### src/rtl/arith_pkg.sv
// Shared arithmetic definitions for the serial arithmetic cells.
package arith_pkg;

    // Largest operand width supported by serial_sub.
    localparam int unsigned SERIAL_SUB_MAX_WIDTH = 32;

    // Control states of the bit-serial subtractor.
    typedef enum logic [1:0] {
        IDLE = 2'd0,
        RUN  = 2'd1,
        DONE = 2'd2
    } serial_sub_state_t;

endpackage

### src/rtl/full_sub.sv
// Single-bit full subtractor: d = a - b - bin, bout = borrow out.
module full_sub (
    input  logic a,
    input  logic b,
    input  logic bin,
    output logic d,
    output logic bout
);

    // Difference bit and borrow-out of one bit position.
    always_comb begin
        d    = a ^ b ^ bin;
        bout = (~a & b) | (~(a ^ b) & bin);
    end

endmodule

### src/rtl/serial_sub.sv
// Bit-serial two's-complement subtractor: computes a - b LSB-first, one bit per clock.
module serial_sub
    import arith_pkg::*;
#(
    parameter int unsigned WIDTH = 8
) (
    input  logic             clk,
    input  logic             rst,
    input  logic             start,
    input  logic [WIDTH-1:0] a,
    input  logic [WIDTH-1:0] b,
    output logic             busy,
    output logic             done,
    output logic [WIDTH-1:0] diff,
    output logic             bout,
    output logic             zero
);

    localparam int unsigned CntW = $clog2(WIDTH);

    if (WIDTH < 2 || WIDTH > SERIAL_SUB_MAX_WIDTH) begin : g_width_check
        $error("serial_sub: WIDTH must be in 2..%0d", SERIAL_SUB_MAX_WIDTH);
    end

    serial_sub_state_t state_q, state_d;
    logic [CntW-1:0]   cnt_q, cnt_d;
    logic [WIDTH-1:0]  a_sh_q, a_sh_d;
    logic [WIDTH-1:0]  b_sh_q, b_sh_d;
    logic [WIDTH-1:0]  res_q, res_d;
    logic              br_q, br_d;
    logic [WIDTH-1:0]  diff_q, diff_d;
    logic              bout_q, bout_d;
    logic              zero_q, zero_d;

    logic              cell_d;
    logic              cell_bout;
    logic [WIDTH-1:0]  res_next;

    full_sub u_full_sub (
        .a    (a_sh_q[0]),
        .b    (b_sh_q[0]),
        .bin  (br_q),
        .d    (cell_d),
        .bout (cell_bout)
    );

    // Partial result with the newest bit entering from the MSB side.
    assign res_next = (res_q >> 1) | ({cell_d, {(WIDTH-1){1'b0}}});

    // Next-state logic: operand capture, per-bit shift and result publication.
    always_comb begin
        state_d = state_q;
        cnt_d   = cnt_q;
        a_sh_d  = a_sh_q;
        b_sh_d  = b_sh_q;
        res_d   = res_q;
        br_d    = br_q;
        diff_d  = diff_q;
        bout_d  = bout_q;
        zero_d  = zero_q;

        unique case (state_q)
            IDLE, DONE: begin
                if (start) begin
                    a_sh_d  = a;
                    b_sh_d  = b;
                    br_d    = 1'b0;
                    cnt_d   = '0;
                    state_d = RUN;
                end else begin
                    state_d = IDLE;
                end
            end
            RUN: begin
                res_d  = res_next;
                a_sh_d = a_sh_q >> 1;
                b_sh_d = b_sh_q >> 1;
                br_d   = cell_bout;
                cnt_d  = cnt_q + CntW'(1);
                if (cnt_q == CntW'(WIDTH - 1)) begin
                    // Last bit: publish the full result on entry to DONE.
                    diff_d  = res_next;
                    bout_d  = cell_bout;
                    zero_d  = (res_next == '0);
                    state_d = DONE;
                end
            end
            default: state_d = IDLE;
        endcase
    end

    // State and datapath registers with synchronous reset.
    always_ff @(posedge clk) begin
        if (rst) begin
            state_q <= IDLE;
            cnt_q   <= '0;
            a_sh_q  <= '0;
            b_sh_q  <= '0;
            res_q   <= '0;
            br_q    <= 1'b0;
            diff_q  <= '0;
            bout_q  <= 1'b0;
            zero_q  <= 1'b0;
        end else begin
            state_q <= state_d;
            cnt_q   <= cnt_d;
            a_sh_q  <= a_sh_d;
            b_sh_q  <= b_sh_d;
            res_q   <= res_d;
            br_q    <= br_d;
            diff_q  <= diff_d;
            bout_q  <= bout_d;
            zero_q  <= zero_d;
        end
    end

    // Status strobes decode directly from the registered state.
    always_comb begin
        busy = (state_q == RUN);
        done = (state_q == DONE);
        diff = diff_q;
        bout = bout_q;
        zero = zero_q;
    end

endmodule

### config.mk
export PLATFORM = sky130hd
export DESIGN_NAME = serial_sub
export DESIGN_NICKNAME = d
export VERILOG_FILES = /design/src/rtl/arith_pkg.sv /design/src/rtl/full_sub.sv /design/src/rtl/serial_sub.sv
export SDC_FILE = /design/constraint.sdc
export NUM_CORES = 1
export LEC_CHECK = 0
export BUFFER_PORTS_ARGS = -buffer_cell sky130_fd_sc_hd__buf_2
export CAP_MARGIN = 10
export CORE_UTILIZATION = 50
export DETAILED_ROUTE_END_ITERATION = 10
export GPL_ROUTABILITY_DRIVEN = 0
export HOLD_SLACK_MARGIN = 0.02
export PLACE_DENSITY = 0.73
export SLEW_MARGIN = 0
export SYNTH_ARGS = -nofsm -noshare
export SYNTH_HDL_FRONTEND = slang
export SYNTH_SLANG_ARGS = --single-unit
### constraint.sdc
create_clock -name clk -period 3.52 [get_ports clk]
set_input_delay 0.352 -clock clk [delete_from_list [all_inputs] [get_ports clk]]
set_output_delay 0.352 -clock clk [all_outputs]
set_load 0.01 [all_outputs]
== Word level (Yosys, flattened, before mapping) ==
Cells that the tools add are included.

* Register bits: 40
* Bits in latches: 0
* Bits in writable memories: 0
* Memory bits (read-only): 0
* Bits of input ports: 19
* Output and inout bits: 12
* Logic and storage cells: 40
* Memories kept: 0

* Add/sub/neg operators: 1
* Multipliers: 0
* Divide/modulo/power cells: 0
* Order comparisons: 0
* Eq/ne operators: 5
* Shift operators: 0
* Muxes and demuxes: 11
* Bitwise logic cells: 8
* Reduce and logical (&&, ||, !) cells: 6

{| class="wikitable"
|+ Operators with widths
! operator !! number
|-
| 8-bit case mux with 2 select lines || 2
|-
| 8-bit 2-to-1 mux || 2
|-
| 8-bit zero test || 1
|-
| 7-bit by 8-bit bitwise OR with 8-bit output || 1
|-
| 3-bit case mux with 2 select lines || 1
|-
| 2-bit case mux with 2 select lines || 1
|-
| 2-bit AND reduction || 2
|-
| 3-bit by 1-bit adder with 3-bit output, second input constant || 1
|-
| 3-bit == test, second input constant || 1
|-
| 3-bit 2-to-1 mux || 1
|-
| 1-bit AND || 2
|-
| 2-bit by 1-bit == test with 1-bit output, second input constant || 1
|-
| 2-bit == test, second input constant || 1
|-
| 2-bit zero test || 1
|-
| 1-bit 2-to-1 mux || 2
|-
| 2-bit 2-to-1 mux || 1
|-
| 2-bit by 1-bit inequality test with 1-bit output, second input constant || 1
|-
| 2-bit inequality test, second input constant || 1
|-
| 1-bit inverter || 2
|-
| 1-bit case mux with 2 select lines || 1
|-
| 2-bit nonzero test || 1
|-
| 2-bit OR reduction || 1
|-
| 1-bit XOR || 2
|-
| 1-bit bitwise OR || 1
|}

== Longest topological paths before layout ==
Gate-level depths: netlist of the first run.

* Depth after elaboration: 5
* Depth in mapped cells: 6
* Depth with buffers taken out: 5

== By module ==
A second synthesis of the first run with hierarchy kept.

* Cells, all modules: 188
* Area, all modules: 1,627.8 um^2

{| class="wikitable"
|+ By module, submodules not included
! module !! instances !! cells each !! area each (um^2) !! sequential area each (um^2)
|-
| serial_sub || 1 || 184 || 1,596.5 || 780.7
|-
| full_sub || 1 || 4 || 31.3 || 0.0
|}

== Least setup slack after synthesis of the first run ==
Ideal clock, no wire load.

* Kind: flip-flop to flip-flop
* From: register cnt_q[0]
* To: register bout_q (netlist: bout)
* Setup time: 0.086 ns
* Data arrival time: 1.215 ns
* Data required time: 3.434 ns
* Path slack: 2.219 ns
* Stages on the path, launching flop included: 6
* Path buffers: 1
* Period minus slack after synthesis: 1.301 ns
* Cells stage by stage: dfxtp_1 -> ha_1 -> ha_1 -> and3b_1 -> buf_2 -> a211oi_1

* Cells in the longest elaborated chain, start to end: 2

{| class="wikitable"
|+ Ends and longest elaborated chain
! element !! RTL line !! text
|-
| from (decl) || serial_sub.sv:26 || <nowiki>logic [CntW-1:0] cnt_q, cnt_d;</nowiki>
|-
| from (signal assigned) || serial_sub.sv:106 || <nowiki>cnt_q <= cnt_d;</nowiki>
|-
| 3-bit == test || serial_sub.sv:80 || <nowiki>if (cnt_q == CntW'(WIDTH - 1)) begin</nowiki>
|-
| 2-bit AND reduction (no source line) || -- ||
|-
| to (signal assigned) || serial_sub.sv:112 || <nowiki>bout_q <= bout_d;</nowiki>
|-
| to (decl) || serial_sub.sv:32 || <nowiki>logic bout_q, bout_d;</nowiki>
|}

Every way passes these cells.
A chain may end at the register's enable or synchronous reset.

== Final worst setup path of the first run ==
* From: register state_q[1]
* To: output busy

* Cells in the longest elaborated chain, start to end: 1

{| class="wikitable"
|+ Ends and longest elaborated chain
! element !! RTL line !! text
|-
| from (decl) || serial_sub.sv:25 || <nowiki>serial_sub_state_t state_q, state_d;</nowiki>
|-
| from (signal assigned) || serial_sub.sv:105 || <nowiki>state_q <= state_d;</nowiki>
|-
| 2-bit by 1-bit == test with 1-bit output || serial_sub.sv:119 || <nowiki>busy = (state_q == RUN);</nowiki>
|-
| to (decl) || serial_sub.sv:12 || <nowiki>output logic busy,</nowiki>
|}

Every way passes these cells.

==> results of run 1 <==
## metal layers
layer	wire length, um	vias to the layer above	global-route usage
li1	-	699	-
met1	1370	627	0.232
met2	1450	33	0.323
met3	116	2	0.0670
met4	17	0	0.0782
met5	0	-	0
## flip-flops by register name, summed over array words and instances (netlist names)
register / flops
a_sh_q: 8
br_q: 1
bout: 1
res_q: 7
b_sh_q: 8
zero: 1
diff: 8
cnt_q: 3
state_q: 2
## final cells by class
class                   instances  area (um^2)  area share
clock buffers                   6         51.3      0.0287
repair buffers                 31          158      0.0883
multi-input cells             138          694       0.389
flip-flops and latches         39          781       0.437
inverters                       3         11.3     0.00631
clock inverters                 2         35.0      0.0196
well taps                      44         55.1      0.0308
## through the flow
| step | util | hold slack [ns] | total power [mW] | cells | cell area [um^2] |
|---|---|---|---|---|---|
| 6_report | 0.590 | 0.232 | 0.872 | 263 | 1790 |
| 3_3_place_gp | 0.561 | 0.439 | 0.567 | 255 | 1700 |
| 4_1_cts | 0.590 | 0.226 | 0.880 | 263 | 1790 |
| 3_5_place_dp | 0.561 | 0.445 | 0.572 | 255 | 1700 |
| 2_1_floorplan | - | 0.445 | 0.555 | 195 | 1580 |
| 5_1_grt | 0.590 | 0.238 | 0.913 | 263 | 1790 |
## critical path: stages (launching register included)
cell      delay [ns]
dfxtp_1         0.36
nand2b_1        0.52
inv_2           0.24
buf_2           0.20
## path summary, 6_finish.rpt
check                           startpoint        end  slack [ns]
worst max register to register  state_q[1]  a_sh_q[3]        1.83
worst min register to register     diff[3]    diff[3]        0.46
worst min-delay path                  a[7]  a_sh_q[7]        0.23
worst max-delay path            state_q[1]       busy        1.51
## power groups by stage
stage,logic (mW),clock network [mW],registers (mW)
6_report,0.0865,0.311,0.475
5_1_grt,0.100,0.335,0.478
4_1_cts,0.0870,0.318,0.475
3_5_place_dp,0.0865,0,0.485
3_3_place_gp,0.0829,0,0.484
2_1_floorplan,0.0730,0,0.482
## synthesized netlist by cell type, drive strengths merged
cell type / number / area share
nor2b: 2 / 0.0079
inv: 3 / 0.0071
nand3b: 1 / 0.0048
nor4: 2 / 0.0079
a211oi: 1 / 0.0048
o21a: 1 / 0.0048
nand2: 63 / 0.15
a311oi: 14 / 0.078
buf: 13 / 0.054
nor2: 17 / 0.040
fa: 1 / 0.013
nand3: 7 / 0.022
and3b: 1 / 0.0055
dfxtp: 39 / 0.49
clkbuf: 2 / 0.0048
a21oi: 22 / 0.070
nand2b: 4 / 0.016
ha: 2 / 0.016
## cells by family (layout without fill, tap and decap cells)
kind of cell               count (synthesis)  in the layout
and+or+nand+nor                           97             97
buffers and inverters                     18             42
adders and majority gates                  3              3
AOI/OAI and AO/OA                         38             38
DFF                                       39             39
==> reports/metrics.cfg, run 1 <==
[finish]
area_delta_synth_final_pct=13.1
nNetsFinal=240
layout_common_cells=63 x nand2_1, 39 x dfxtp_1, 30 x buf_2
n_fill_cell=296
drive_above_1_share=0.183
layout_commonest_cell=nand2_1
diodes=0

[synthesis]
synth.mux.area_fraction=0
synth_top_family_by_area=simple AND/OR/NAND/NOR gates
ys_ff_latch=39
synth.avg_cell_area_um2=8.10
synth_cell_types=22
synthXorXnorAreaFrac=0
synth-simple-area-share=0.254
syn_area_um2=1580
yosysSeqAreaShare=0.494
synth_compound_area_frac=0.157
yosysWarnings=0
netlist_instances=195
synth_fa_ha_area_frac=0.0285
syn_nets=217

[route]
firstDrtPassIters=4
first_iter_violations=47
wl_per_cell_um=11.2
route.detailed.drc=0
ant_nets=0
avgViaCountPerCell=5.17
wirelength_um=2960
via_count=1361

[sta]
slew_viol_final=0
setup_viol=0
worstMarginPinSlew_ns=0.987
slew_headroom=0.341
tns_ns=0
rsz0062_at_grt=no
hold_viol=0
setup_slack_ns=1.51
fmax_mhz=497
period_minus_slack_ns=2.01
finalCritPeriodShare=0.572
finalClockSkew_ns=0.00263

[floorplanning]
rows=20
die_w_um=58.2
core_um2=3030
io_pins=31
start_util=0.521
die-height_um=58.2
dieArea_um2=3390

[power]
power_density_nw_per_um2=489
p_leak_nw=0.717
clkPwrFrac=0.356
p_int_uw=663
netSwitchingPower_uw=209
switching_share=0.240
combPwrFrac=0.099
vdd_ir_drop_max_v=0.000286
p_seq_frac=0.545

[clock_network]
cts_sinks=39
cts_resized=0
path_clk_slew_ns=0.11
clockBufferDepth=2
htree_levels=2
ctsHoldBuffers=0
cts_tree=yes
cts_root_buf=clkbuf_4
cts_setup_buffers=0
cts_buffers=5
insertion_delay_ns=0.34

[grt]
grt_pass1_vias=1174
grt_max_degree=40
grt_pass1_wl_um=4980
antenna_found_initial=0
grt_overflow=0
grtUsageTotal=0.195

[min_path]
worstHoldPathCells=3
hold_path.class=in -> reg

[critical_path]
crit_fanout=18
cp-end-kind=output pin
required_ns=3.17
r2r_cells=4
crit_type=reg -> out
worstPathArrival_ns=1.66
worst_setup_path_start_kind=register

[job]
max-cap-violations=0

[place]
dp_hpwl_um=2000
io_buffers=30
dp_slack_ns=1.73

[run_status]
status=finished clean

No activity file was read; power rests on OpenSTA's default activity.
==> run 2: changes to the inputs <==
ABC_AREA = 1   (was default)
clock period = 2.09 ns   (was 3.52 ns; I/O delays follow)
==> run 2 against run 1 <==
Effect of this change:
- count of clock-buffer cells in the layout did not move
- hold slack worse by 0.16 ns
- synthesized cell count rose by 19%
- combinational power rose to 2.6 times the previous value
- sequential cell count unchanged
- power is 80% higher
- clock power up 72%
- first-iteration DRC count up 45%
- sequential power up 72%
- critical path depth up 1
- cell count up 15%
- clock skew rose by 0.0069 ns
- critical path type unchanged
==> reports/metrics.cfg, run 2 <==
[sta]
worstMarginPinSlew_ns=0.628
hold_viol=0
fmax_mhz=554
finalCritPeriodShare=0.864
whs_ns=0.0737
tns_ns=0
slew_viol_final=0
finalClockSkew_ns=0.00949
slew_headroom=0.580
rsz0062_at_grt=no
setup_viol=0
setup_slack_ns=0.284
period_minus_slack_ns=1.81

[run_status]
status=finished clean

[min_path]
min_from=b[1]
worstHoldPathCells=3
min_to=b_sh_q[1]
hold_path.class=in -> reg

[synthesis]
synthArstFlopShare=0
synth_commonest_cells=44 x nor2_1, 39 x dfxtp_1, 35 x nand3_1
netlist_instances=232
dominantRegCellSynth=dfxtp_1
synth_cell_types=20
yosysWarnings=0
syn_nets=254
synth_edf_count=0
synth.avg_cell_area_um2=7.22
syn_area_um2=1670
yosysMostFrequentCell=nor2_1
yosysTopAreaCell=dfxtp_1
ys_ff_latch=39
ys_top_cells_by_area=dfxtp_1 47%, nand3_1 10%, nor2_1 9.9%
yosysSeqAreaShare=0.466
yosysTopAreaCellShare=0.466

[power]
clkPwrFrac=0.339
p_leak_nw=0.904
combPwrFrac=0.143
switching_share=0.263
p_seq_frac=0.518
p_int_mw=1.16
power_density_nw_per_um2=825
vdd_ir_drop_max_v=0.000530
netSwitchingPower_uw=414

[route]
firstDrtPassIters=4
wl_per_cell_um=10.9
wirelength_um=3300
first_iter_violations=68
via_count=1487
avgViaCountPerCell=4.91
ant_nets=0
route.detailed.drc=0

[place]
io_buffers=30
dp_slack_ns=0.582
dp_hpwl_um=2090

[finish]
area_delta_synth_final_pct=14.0
diodes=0
layout_common_cells=44 x nor2_1, 39 x dfxtp_1, 35 x nand3_1
drive_above_1_share=0.181
nNetsFinal=280
n_fill_cell=320
layout_commonest_cell=nor2_1

[critical_path]
critPathLaunch=state_q[0]
required_ns=1.88
worst_setup_path_start_kind=register
rrSetupSlack_ns=0.58
cp-end-kind=output pin
r2r_cells=5
worstPathArrival_ns=1.60
rr_startpoint=state_q[1]
rr_endpoint=diff[2]
crit_fanout=15
crit_type=reg -> out

[grt]
grt_overflow=0
grtUsageTotal=0.209
grt_max_degree=37
grt_pass1_wl_um=5520
grt_pass1_vias=1269
antenna_found_initial=0

[clock_network]
cts_resized=0
path_clk_slew_ns=0.12
htree_levels=2
cts_buffers=5
insertion_delay_ns=0.36
cts_root_buf=clkbuf_4
cts_sinks=39
cts_setup_buffers=0
ctsHoldBuffers=0
clockBufferDepth=2
cts_tree=yes

[floorplanning]
start_util=0.540
rows=20
io_pins=31
dieArea_um2=3580
core_um2=3100
die_w_um=59.9
die-height_um=59.9

[job]
max-cap-violations=0

## run 2: worst max-delay path: stages (launching register included)
cell and delay [ns]:
dfxtp_1 0.38, inv_2 0.06, nor2_2 0.36, buf_4 0.30
buf_2 0.16
## run 2: area by class of cell
class	instances	area, um^2	share of cell area
multi-input cells	154	719	0.377
well taps	44	55.1	0.0289
flip-flops and latches	39	781	0.409
repair buffers	33	173	0.0905
inverters	25	93.8	0.0492
clock inverters	2	35.0	0.0184
clock buffers	6	51.3	0.0269
## run 2: worst max-delay path by stage
| stage | end | slack [ns] | cells after the start |
|---|---|---|---|
| after floorplan | zero | 0.85 | 7 |
| after global placement | zero | 0.65 | 6 |
| after detailed placement | zero | 0.58 | 6 |
| after CTS | busy | 0.27 | 4 |
| after global routing | busy | 0.17 | 4 |
| final | busy | 0.28 | 4 |
## run 2: routing by layer
| layer | GRT usage | share of wire | vias to the layer above |
|---|---|---|---|
| met3 | 0.0649 | 0.052 | 5 |
| li1 | - | - | 793 |
| met2 | 0.325 | 0.42 | 42 |
| met1 | 0.270 | 0.51 | 647 |
| met4 | 0.0797 | 0.015 | 0 |
| met5 | 0 | 0 | - |
## run 2: logic make-up after synthesis
logic type	after synthesis	synth area share
AOI/OAI and AO/OA	26	0.0777
DFF	39	0.466
and+or+nand+nor	125	0.325
buffers and inverters	39	0.104
adders and majority gates	3	0.0269
## run 2: per-stage QoR
step                power [mW]   util  cells  instance area, um^2
detailed placement        1.06  0.587    295                 1820
global placement          1.05  0.587    295                 1820
finish                    1.57  0.615    303                 1910
floorplan                 1.01      -    232                 1670
global route              1.65  0.615    303                 1910
CTS                       1.58  0.615    303                 1910
## run 2: power by group through the flow
| stage | combinational (mW) | sequential, mW | clock [mW] |
|---|---|---|---|
| floorplan | 0.179 | 0.827 | 0 |
| global placement | 0.222 | 0.831 | 0 |
| detailed placement | 0.224 | 0.832 | 0 |
| CTS | 0.226 | 0.815 | 0.540 |
| global route | 0.262 | 0.819 | 0.567 |
| finish | 0.225 | 0.815 | 0.534 |
